===== src/rtl/hv_pkg.sv =====
// Shared definitions for the hypervector job sequencer.
//   state_e            : sequencer states (IDLE, INIT, GAP, RUN, FLUSH)
//   ITEM_W/ADDR_W/...  : default widths used by the top and the stall timer
package hv_pkg;

  localparam int ITEM_W = 16;  // item count and mat_a width
  localparam int ADDR_W = 20;  // addr_i / addr_j width
  localparam int BEAT_W = 16;  // output beat counter width
  localparam int TMO_W  = 24;  // stall timeout counter width

  typedef enum logic [2:0] {
    ST_IDLE  = 3'd0,
    ST_INIT  = 3'd1,
    ST_GAP   = 3'd2,
    ST_RUN   = 3'd3,
    ST_FLUSH = 3'd4
  } state_e;

endpackage


===== src/rtl/hv_stall_timer.sv =====
// Stall watchdog for the RUN phase.
//   clk, rst_n : clock, asynchronous active-low reset
//   en_i       : counting enabled (sequencer in RUN)
//   hs_i       : output beat handshake this cycle (restarts the count)
//   tmo_i      : timeout in stall cycles, 0 disables the watchdog
//   expire_o   : this cycle is the tmo_i-th consecutive stall cycle
module hv_stall_timer
  import hv_pkg::*;
#(
  parameter int TMO_W = hv_pkg::TMO_W
) (
  input  logic             clk,
  input  logic             rst_n,
  input  logic             en_i,
  input  logic             hs_i,
  input  logic [TMO_W-1:0] tmo_i,
  output logic             expire_o
);

  localparam logic [TMO_W-1:0] TMO_ONE = TMO_W'(1);

  logic [TMO_W-1:0] cnt_q, cnt_d;

  // cnt_q holds the number of stall cycles already completed, so the current
  // cycle is stall number cnt_q+1; compare against tmo-1 to avoid overflow.
  assign expire_o = en_i && !hs_i && (tmo_i != '0) && (cnt_q == tmo_i - TMO_ONE);

  // NOTE: every variable written in always_comb gets a default first, so no
  // path leaves it unassigned and no latch is inferred.
  always_comb begin
    cnt_d = cnt_q;
    if (!en_i || hs_i) begin
      cnt_d = '0;
    end else if (!expire_o) begin
      cnt_d = cnt_q + TMO_ONE;
    end
  end

  // NOTE: sequential state uses non-blocking assignments so every register
  // samples pre-edge values regardless of statement order.
  always_ff @(posedge clk or negedge rst_n) begin
    if (!rst_n) begin
      cnt_q <= '0;
    end else begin
      cnt_q <= cnt_d;
    end
  end

endmodule


===== src/rtl/hv_job_sequencer.sv =====
// Sequences one hypervector encoding job: item-memory initialisation
// (matw/mat_a), a one-cycle settle gap, then the streaming run phase
// (run/last) until the last output beat, a stall timeout or an abort.
//   AXIS_ACLK, AXIS_ARESETN        : clock, asynchronous active-low reset
//   start, abort, clear            : one-cycle pulses from the register block
//   cfg_items/addr_i/addr_j/last/tmo : job geometry, latched on accepted start
//   dst_valid/dst_ready/dst_last   : output stream handshake being observed
//   matw, mat_a                    : item-memory write enable / address
//   run, last                      : datapath run enable, latched last-job flag
//   addr_i, addr_j                 : latched loop bounds
//   busy, done, err, beats, irq    : status towards the register file
module hv_job_sequencer
  import hv_pkg::*;
#(
  parameter int ITEM_W = hv_pkg::ITEM_W,
  parameter int ADDR_W = hv_pkg::ADDR_W,
  parameter int BEAT_W = hv_pkg::BEAT_W,
  parameter int TMO_W  = hv_pkg::TMO_W
) (
  input  logic              AXIS_ACLK,
  input  logic              AXIS_ARESETN,
  input  logic              start,
  input  logic              abort,
  input  logic              clear,
  input  logic [ITEM_W-1:0] cfg_items,
  input  logic [ADDR_W-1:0] cfg_addr_i,
  input  logic [ADDR_W-1:0] cfg_addr_j,
  input  logic              cfg_last,
  input  logic [TMO_W-1:0]  cfg_tmo,
  input  logic              dst_valid,
  input  logic              dst_ready,
  input  logic              dst_last,
  output logic              matw,
  output logic [ITEM_W-1:0] mat_a,
  output logic              run,
  output logic              last,
  output logic [ADDR_W-1:0] addr_i,
  output logic [ADDR_W-1:0] addr_j,
  output logic              busy,
  output logic              done,
  output logic              err,
  output logic [BEAT_W-1:0] beats,
  output logic              irq
);

  localparam logic [ITEM_W-1:0] ITEM_ONE = ITEM_W'(1);
  localparam logic [BEAT_W-1:0] BEAT_ONE = BEAT_W'(1);

  state_e            state_q;
  logic [ITEM_W-1:0] items_q, mat_a_q;
  logic [ADDR_W-1:0] addr_i_q, addr_j_q;
  logic [TMO_W-1:0]  tmo_q;
  logic [BEAT_W-1:0] beats_q;
  logic              matw_q, run_q, last_q, done_q, err_q, irq_q;

  logic hs, tmo_expire, abort_evt, tmo_evt, done_evt, end_evt;

  // Beats are only counted in RUN; the FLUSH cycle merely lets the final
  // handshake drain through the datapath.
  assign hs = (state_q == ST_RUN) && dst_valid && dst_ready;

  hv_stall_timer #(
    .TMO_W(TMO_W)
  ) u_stall_timer (
    .clk     (AXIS_ACLK),
    .rst_n   (AXIS_ARESETN),
    .en_i    (state_q == ST_RUN),
    .hs_i    (hs),
    .tmo_i   (tmo_q),
    .expire_o(tmo_expire)
  );

  // Termination priority: abort, then timeout, then normal completion.
  assign abort_evt = abort && (state_q != ST_IDLE);
  assign tmo_evt   = tmo_expire && !abort_evt;
  assign done_evt  = (state_q == ST_FLUSH) && !abort_evt;
  assign end_evt   = abort_evt || tmo_evt || done_evt;

  always_ff @(posedge AXIS_ACLK or negedge AXIS_ARESETN) begin
    if (!AXIS_ARESETN) begin
      state_q  <= ST_IDLE;
      items_q  <= '0;
      mat_a_q  <= '0;
      addr_i_q <= '0;
      addr_j_q <= '0;
      tmo_q    <= '0;
      beats_q  <= '0;
      matw_q   <= 1'b0;
      run_q    <= 1'b0;
      last_q   <= 1'b0;
      done_q   <= 1'b0;
      err_q    <= 1'b0;
      irq_q    <= 1'b0;
    end else begin
      irq_q <= end_evt;

      // A set event later in this block overrides the clear.
      if (clear) begin
        done_q <= 1'b0;
        err_q  <= 1'b0;
      end

      if (hs && !abort_evt && (beats_q != '1)) begin
        beats_q <= beats_q + BEAT_ONE;
      end

      if (end_evt) begin
        state_q <= ST_IDLE;
        matw_q  <= 1'b0;
        mat_a_q <= '0;
        run_q   <= 1'b0;
        last_q  <= 1'b0;
        if (done_evt) done_q <= 1'b1;
        else          err_q  <= 1'b1;
      end else begin
        case (state_q)
          ST_IDLE: begin
            if (start) begin
              items_q  <= cfg_items;
              addr_i_q <= cfg_addr_i;
              addr_j_q <= cfg_addr_j;
              tmo_q    <= cfg_tmo;
              last_q   <= cfg_last;
              beats_q  <= '0;
              done_q   <= 1'b0;
              err_q    <= 1'b0;
              matw_q   <= 1'b1;
              mat_a_q  <= '0;
              state_q  <= ST_INIT;
            end
          end
          ST_INIT: begin
            if (mat_a_q == items_q) begin
              matw_q  <= 1'b0;
              mat_a_q <= '0;
              state_q <= ST_GAP;
            end else begin
              mat_a_q <= mat_a_q + ITEM_ONE;
            end
          end
          ST_GAP: begin
            run_q   <= 1'b1;
            state_q <= ST_RUN;
          end
          ST_RUN: begin
            if (hs && dst_last) state_q <= ST_FLUSH;
          end
          default: state_q <= ST_IDLE;
        endcase
      end
    end
  end

  assign matw   = matw_q;
  assign mat_a  = mat_a_q;
  assign run    = run_q;
  assign last   = last_q;
  assign addr_i = addr_i_q;
  assign addr_j = addr_j_q;
  assign busy   = (state_q != ST_IDLE);
  assign done   = done_q;
  assign err    = err_q;
  assign beats  = beats_q;
  assign irq    = irq_q;

endmodule


===== config.mk =====
export PLATFORM = sky130hd
export DESIGN_NAME = hv_job_sequencer
export DESIGN_NICKNAME = d
export VERILOG_FILES = /design/src/rtl/hv_pkg.sv /design/src/rtl/hv_stall_timer.sv /design/src/rtl/hv_job_sequencer.sv
export SDC_FILE = /design/constraint.sdc
export NUM_CORES = 1
export LEC_CHECK = 0
export CAP_MARGIN = 30
export CORE_MARGIN = 5
export CORE_UTILIZATION = 35
export CTS_CLUSTER_SIZE = 12
export DETAILED_ROUTE_END_ITERATION = 12
export SLEW_MARGIN = 25
export SYNTH_ARGS = -nofsm -noshare
export SYNTH_HDL_FRONTEND = slang
export SYNTH_HIERARCHICAL = 1
export SYNTH_SLANG_ARGS = --single-unit

===== constraint.sdc =====
create_clock -name AXIS_ACLK -period 4.8 [get_ports AXIS_ACLK]
set_input_delay 0.96 -clock AXIS_ACLK [delete_from_list [all_inputs] [get_ports AXIS_ACLK]]
set_output_delay 0.96 -clock AXIS_ACLK [all_outputs]
set_load 0.01 [all_outputs]

# After elaboration in Yosys (flattened, before gate mapping)
# Cells that the tools add are included.
# word_totals
regBits	145
word_cells	93
inputBits	89
# classes
bitwise_logic	1
reduce_logical	29
eq_ne	11
addsub	4
muxes	34
# op_table
op	n
$mux 16	7
$mux 24	2
$add 16x1->16 const B	2
$pmux 16 s2	1
$add 24x1->24 const B	1
$eq 24x24->1	1
$reduce_bool 24->1	1
$sub 24x1->24 const B	1
$mux 1	18
$eq 16x16->1	1
$ne 16x16->1 const B	1
$mux 3	4
$pmux 3 s4	1
$logic_and 1x1->1	11
$ne 3x3->1 const B	3
$reduce_and 3->1	3
$eq 3x2->1 const B	2
$reduce_bool 2->1	3
$reduce_bool 3->1	2
$reduce_and 2->1	2
$eq 3x1->1 const B	1
$eq 3x3->1 const B	1
$logic_not 1->1	3
$logic_not 3->1	1
4 further kinds	6

# Longest topological paths before layout
# Gate-level depths: netlist of the first run.
# depth
depth_word	12
depth_mapped	18
mapped_depth_nobuf	13

# Cells and area by module
# Netlist of the first run, hierarchy kept.
# by_module_without_submodules
mod	n_inst	cells_each	area_each_um2	seq_area_each_um2
hv_job_sequencer	1	415	5331.4	3027.9
hv_stall_timer	1	281	2270.9	600.6

# Worst setup path after synthesis of the first run
# Ideal clock, no wire load.
# synth_timing
path_type	input-to-reg
from	input dst_ready
to	register mat_a_q[10] (netlist: mat_a[10])
path_slack_ps	512
n_path_buf	4
cell_stages	16
arrival_ps	4210
cell_sequence	and2_1 and2_1 nor2b_1 nand3_1 a2111o_1 or4_4 nor4_4 buf_6 buf_6 buf_8 or2_2 o32a_1 buf_2 nand2_1 or4_1 a21oi_1
# synth_via
elab_chain_len	10
# synth_lines
element	line	rtl
start: declaration	hv_job_sequencer.sv:31	input logic dst_ready,
$logic_and 1x1->1 *	hv_job_sequencer.sv:60	assign hs = (state_q == ST_RUN) && dst_valid && dst_ready;
net hs	hv_job_sequencer.sv:56	logic hs, tmo_expire, abort_evt, tmo_evt, done_evt, end_evt;
$logic_not 1->1 *	hv_stall_timer.sv:26	assign expire_o = en_i && !hs_i && (tmo_i != '0) && (cnt_q == tmo_i - TMO_ONE);
$logic_and 1x1->1 * (3 in a row)	hv_stall_timer.sv:26	
net tmo_expire	hv_job_sequencer.sv:56	
$logic_and 1x1->1 *	hv_job_sequencer.sv:75	assign tmo_evt = tmo_expire && !abort_evt;
$logic_or 1x1->1 * (2 in a row)	hv_job_sequencer.sv:77	assign end_evt = abort_evt || tmo_evt || done_evt;
$ne 3x3->1 (no source line) / $reduce_bool 3->1 (equally long branches)	--	
$reduce_and 2->1 (no source line)	--	
end signal: assignment	hv_job_sequencer.sv:138	mat_a_q <= mat_a_q + ITEM_ONE;
end: declaration	hv_job_sequencer.sv:50	logic [ITEM_W-1:0] items_q, mat_a_q;
# Mark *: on every way through the listed nets, which the timed path passes. The rest lies on a longest branch.
# A chain may end at the register's enable or synchronous reset.

# Final worst setup path of the first run
# layout_timing
from	input dst_ready
to	register mat_a_q[11] (netlist: mat_a[11])
# Same word-level chain as after synthesis.

==> results of run 1 <==
[per-layer routing]
layer | global-route usage [%] | up-vias | part of all wire [%] | wire (um)
met4 | 4.01 | 0 | 1.2 | 235
met3 | 3.49 | 16 | 5.9 | 1160
met1 | 22.8 | 3014 | 46 | 9050
met5 | 0 | - | 0 | 0
met2 | 25.4 | 182 | 47 | 9190
li1 | - | 2885 | - | -
[area by class of cell]
| class | instances | area [sq um] |
|---|---|---|
| Clock buffer | 18 | 439 |
| Sequential cell | 145 | 3630 |
| Fill cell | 2016 | 11400 |
| Tap cell | 280 | 350 |
| Multi-Input combinational cell | 501 | 3730 |
| Timing Repair Buffer | 182 | 1860 |
| Clock inverter | 13 | 148 |
| Inverter | 13 | 48.8 |
[registers in the layout, indices dropped and copies added (netlist names), 3 cells and up]
register             flops
addr_i                  20
addr_j                  20
beats                   16
items_q                 16
mat_a                   16
state_q                  3
tmo_q                   24
u_stall_timer/cnt_q     24
[worst register-to-register path, stage by stage (launching register included)]
cell      delay (ns)
dfrtp_1         0.44
or3_1           0.49
or3_1           0.47
or3_1           0.37
nor2_1          0.14
mux2i_1         0.51
nor4_4          0.15
buf_4           0.20
nor4bb_4        0.68
buf_12          0.29
mux2_2          0.37
[cells by family (layout without fill, tap and decap cells)]
| logic type | count (synthesis) | in the layout |
|---|---|---|
| muxes | 86 | 86 |
| adders and majority gates | 5 | 5 |
| AOI/OAI and AO/OA | 105 | 105 |
| xor gates and xnor gates | 63 | 63 |
| DFF | 145 | 145 |
| and+or+nand+nor | 242 | 242 |
| buffers and inverters | 50 | 226 |
[path summary, 6_finish.rpt]
| check | startpoint | end | cells past startpoint |
|---|---|---|---|
| min in group AXIS_ACLK | addr_i[18]$_DFFE_PN0P_ | addr_i[18]$_DFFE_PN0P_ | 1 |
| worst max-delay path | dst_ready | mat_a[11]$_DFFE_PN0P_ | 13 |
| worst min-delay path | AXIS_ARESETN | addr_i[1]$_DFFE_PN0P_ | 1 |
| max in group asynchronous | AXIS_ARESETN | items_q[14]$_DFFE_PN0P_ | 2 |
| worst max register to register | tmo_q[11]$_DFFE_PN0P_ | addr_i[15]$_DFFE_PN0P_ | 10 |
| worst min register to register | addr_i[18]$_DFFE_PN0P_ | addr_i[18]$_DFFE_PN0P_ | 1 |
[cells in the mapped netlist (all sizes together), types with 6 or more instances]
master | n | area share, %
nand2 | 31 | 1.6
a21oi | 31 | 2.4
nand2b | 7 | 0.58
nor3 | 19 | 1.4
and2 | 9 | 0.74
nor2b | 7 | 0.58
dfrtp | 145 | 48
inv | 13 | 0.64
nor2 | 46 | 2.3
nand3 | 20 | 1.3
or4 | 18 | 1.8
nor4 | 15 | 1.5
xnor2 | 26 | 3.0
o31ai | 13 | 1.3
or3 | 19 | 1.6
and3 | 10 | 0.82
clkbuf | 14 | 0.71
o21ai | 18 | 1.4
xor2 | 37 | 4.3
mux2 | 80 | 12
mux2i | 6 | 0.79
buf | 23 | 2.1
nand4 | 24 | 2.0
[metrics by stage]
step | setup slack (ns) | hold slack [ns]
floorplan | 0.512 | 0.456
global placement | 0.240 | 0.468
detailed placement | 0.129 | 0.475
CTS | 0.570 | 0.490
global route | 0.293 | 0.465
finish | 0.587 | 0.446
[where the power goes]
part / switching, mW / internal [mW] / total (mW)
clock network: 0.551 / 0.786 / 1.34
registers: 0.383 / 1.61 / 2.00
logic: 0.825 / 1.10 / 1.92
total: 1.76 / 3.50 / 5.26
==> run metrics, run 1 <==
status=finished, final reports clean; CTS tree=done; GRT overflow=0; post-synthesis sequential area ratio=between 40 and 50%; Synth async-reset ratio=100%; maximum clock path buffer count=2; hold_buf cts=0; Sink Count=145; average wire per standard cell=17.0 um; final WL=19600 um; CP required=slightly above 5 ns; max_cap viols=0; Synth Net Count=790; max frequency=~0.24 GHz; synth unique cells=74; setup tns final=0 ns; #FFs+latches synth=145; number of detailed-route iterations in the first pass=5; Final Hold Violating Endpoints=0; Ys Warns=6; GR Util All Layers=between 15 and 20%; post-route clock skew=approximately 0.023 ns; Port Buffer Count=around 170; Avg Cell Area, Syn=between 10 and 15 sq um; most used cell, CP=and2_1; pwr dens=515 nW/um^2; maximum number of pins on one net before global-route repair=91; CP Class=input port to register; crit path launch type=input port; CTS buffer count=17; cts repair resizes=0; commonest non-fill, non-tap cell in the layout=clkdlybuf4s50_1; Boundary Pins=168; final core utilization=47.2%; Synth Flop Type=dfrtp_1; layout cells sized above 1=14.7%; Layout area overhead=34.2%; Worst-Margin Slew=0.723 ns; RD Place Congestion=0.840; RSZ-0062 raised after global routing=no; die width=157 um; Design Power=5.26 mW; Critical Path End Type=register; Post-CTS Setup Bufs=0; Worst Path Buf+Inv=1; leading cell types in the layout, fill and taps excluded=clkdlybuf4s50_1, dfrtp_1, mux2_2, nor2_1, xor2_1; latest clock arrival within the worst-skew pair=roughly 0.43 ns; final instance area=10200 sq um; Placed Cells incl. Taps=about 1100; Simple-Gate Fraction of Synth Area=a little under a fifth; CP max-delay cell=or4_1; DIE AREA=24800 sq um; dpl hpwl=14200 um; core area=between 20000 and 25000 sq um; clock root buffer=clkbuf_16; mapped cell area=7600 sq um; Final ANT Viol Nets=0; final critical-path required period=4.21 ns; Final #Nets=between 900 and 1000; first-pass GRT wire length=approximately 32000 um; adder-cell area share of the yosys netlist=0.823%; Post-Synth XOR/XNOR Area=7.26%; count of final setup violators=0; drt drc=0; DR vias=6097; fin. max-slew vios=0; reg-to-reg setup timing slack=between 0.5 and 0.6 ns; WP data arrival=4.53 ns; H-tree depth=4; CP max FO=9; Mapped Cells=696; slew margin rel.=51.7%; Peak VDD IR=0.290 mV; Starting Density=35.2%; Tcrit/Tclk final=just under 90%; Vias/cell=5.29; critical path's top delay family=simple AND/OR/NAND/NOR gates; post-synthesis mux area share=approximately an eighth; Pleak=3.99 nW; worst hold-check path type=input port to asynchronous set/reset pin; antenna violations before repair=0; n_diodes=0; Synth Area in Compound Gates=9.91%; Max stage delay on crit path=0.58 ns; vias in the first global route=5907; CP cell instances=clkdlybuf4s50_1 -> and2_1 -> and2_1 -> nor2b_1 -> nand3_1 -> a2111o_1 -> or4_4 -> nor4_4 -> or2_2 -> o32ai_2 -> or4_1 -> xnor2_1 -> nor2_1; placed instance area=9590 sq um; number of synthesized flops with an enable pin=0; largest family of logic cells by synthesized area=simple AND/OR/NAND/NOR gates; first-iteration detailed-routing DRC count=roughly 310; Die H=157 um; Post-Layout Cell Count=around 1200; # rows=54; Reg clk slew, reported paths=about 0.070 ns
No activity file was read; power rests on OpenSTA's default activity.
==> inputs of run 2 (changes only) <==
--- a/config.mk
+++ b/config.mk
@@ -5,7 +5,7 @@
 export SDC_FILE = /design/constraint.sdc
 export NUM_CORES = 1
 export LEC_CHECK = 0
-export CAP_MARGIN = 30
+export CAP_MARGIN = 20
 export CORE_MARGIN = 5
 export CORE_UTILIZATION = 35
 export CTS_CLUSTER_SIZE = 12
==> run 2 against run 1 <==
- cell area is 0.28% lower
- sequential share of layout area grew 0.10 points
- worst hold slack better by 0.041 ns
- largest cell class unchanged
- highest routed layer unchanged
- global-route usage down 0.14 points
- setup slack got worse by 0.040 ns
- power grew 0.17%
- core utilization fell by 0.13 points
==> run metrics, run 2 (synthesis results as in run 1) <==
final hold slack=0.487 ns (+0.0411 ns); n_diodes=0 (unchanged); first-pass GRT wire length=32000 um (-0.22%); Reg clk slew, reported paths=0.07 ns (about the same); layout cells sized above 1=14.6% (-0.098 points); final critical-path required period=4.25 ns (+0.0404 ns); reg-to-reg setup timing slack=0.55 ns (-0.04 ns); Sink Count=145 (unchanged); slew margin rel.=43.5% (-8.3 points); H-tree depth=4 (unchanged); die width=157 um (unchanged); Final ANT Viol Nets=0 (unchanged); core area=21600 sq um (unchanged); DR vias=6049 (-0.79%); met1 Resource Use GR=22.1% (-0.70 points); commonest non-fill, non-tap cell in the layout=clkdlybuf4s50_1; latest clock arrival within the worst-skew pair=0.42 ns (about the same); maximum number of pins on one net before global-route repair=91 (unchanged); setup tns final=0 ns (unchanged); Port Buffer Count=167 (unchanged); Post-CTS Setup Bufs=0 (unchanged); Placed Cells incl. Taps=1119 (-0.089%); CP max FO=31 (+22); first-iteration detailed-routing DRC count=314 (+0.32%); post-route clock skew=0.0130 ns (-0.00977 ns); antenna violations before repair=0 (unchanged); Final #Nets=952 (-0.21%); Vias/cell=5.26 (-0.70%); fin. max-slew vios=0 (unchanged); CP Class=register to register; crit path from=tmo_q[0]$_DFFE_PN0P_; max frequency=0.235 GHz (-0.95%); Tcrit/Tclk final=88.6% (+0.84 points); Layout area overhead=33.9%; crit path launch type=register; WP data arrival=4.55 ns (+0.02 ns); GR met2 Demand/Resource=25.6% (+0.22 points); number of detailed-route iterations in the first pass=5 (unchanged); CTS tree=done; Worst Hold Launch=addr_i[4]$_DFFE_PN0P_; cts repair resizes=0 (unchanged); maximum clock path buffer count=2 (unchanged); final WL=19600 um (-0.35%); vias in the first global route=5966 (+1.0%); drt drc=0 (unchanged); start of the worst register-to-register path=tmo_q[0]$_DFFE_PN0P_; RD Place Congestion=0.840 (unchanged); final core utilization=47.1% (-0.13 points); CTS buffer count=17 (unchanged); GR Util All Layers=16.0% (-0.14 points); Worst-Margin Slew=0.848 ns (+0.125 ns); Post-Layout Cell Count=1151 (-0.087%); Starting Density=35.2% (unchanged); Boundary Pins=168 (unchanged); clock root buffer=clkbuf_16; Die H=157 um (unchanged); GR Layer Usage met3=3.90% (+0.41 points); pwr dens=517 nW/um^2 (+0.45%); CP required=5.10 ns (-0.02 ns); busiest grt layer=met2; worst hold-check path type=register to register; leading cell types in the layout, fill and taps excluded=clkdlybuf4s50_1, dfrtp_1, mux2_2, nor2_1, xor2_1; RSZ-0062 raised after global routing=no; Peak VDD IR=0.276 mV (-4.9%); Critical Path End Type=register; biggest regs=tmo_q (24), u_stall_timer/cnt_q (24); average wire per standard cell=17.0 um (-0.26%); DIE AREA=24800 sq um (unchanged); GRT overflow=0 (unchanged); max_cap viols=0 (unchanged); count of final setup violators=0 (unchanged); # rows=54 (unchanged); Final Hold Violating Endpoints=0 (unchanged); status=finished, final reports clean; Pleak=3.97 nW (-0.47%); hold_buf cts=0 (unchanged); dpl hpwl=14100 um (-0.61%)
-- run 2: path summary, 6_finish.rpt --
kind	endpoint	depth (start not counted)
worst min-delay path	addr_i[4]$_DFFE_PN0P_	1
max in group asynchronous	items_q[3]$_DFFE_PN0P_	2
worst min register to register	addr_i[4]$_DFFE_PN0P_	1
worst max-delay path	addr_i[15]$_DFFE_PN0P_	12
worst max register to register	addr_i[15]$_DFFE_PN0P_	12
min in group asynchronous	addr_i[1]$_DFFE_PN0P_	1
-- run 2: cell type report --
class,count,area (sq um)
Clock buffer,18,429
Clock inverter,14,169
Fill cell,2035,11400
Inverter,13,48.8
Multi-Input combinational cell,501,3730
Sequential cell,145,3630
Tap cell,280,350
Timing Repair Buffer,180,1820
-- run 2: metrics by stage --
stage / power [mW] / setup WS [ns] / area [sq um]
6_report: 5.27 / 0.546 / 10200
4_1_cts: 5.33 / 0.528 / 10200
3_3_place_gp: 3.92 / 0.240 / 9580
2_1_floorplan: 3.09 / 0.512 / 7600
5_1_grt: 5.60 / 0.269 / 10200
3_5_place_dp: 3.95 / 0.154 / 9580
-- run 2: report_power, final --
group | internal (mW) | leakage, nW | switching, mW
clock | 0.786 | 0.290 | 0.571
sequential | 1.61 | 1.84 | 0.383
combinational | 1.09 | 1.84 | 0.823
-- run 2: metal layers --
metal | wire, um | part of all wire, %
met2 | 9220 | 47
met3 | 1130 | 5.8
met1 | 9030 | 46
met5 | 0 | 0
met4 | 187 | 0.96
-- run 2: critical path, stage by stage (launching register included) --
cell,delay (ns)
dfrtp_1,0.44
inv_1,0.11
ha_1,0.26
nor3b_1,0.31
nand3_1,0.25
or3_1,0.43
nor2_1,0.14
mux2i_1,0.50
nor4_4,0.14
buf_4,0.20
nor4bb_4,0.69
buf_12,0.29
mux2_2,0.35
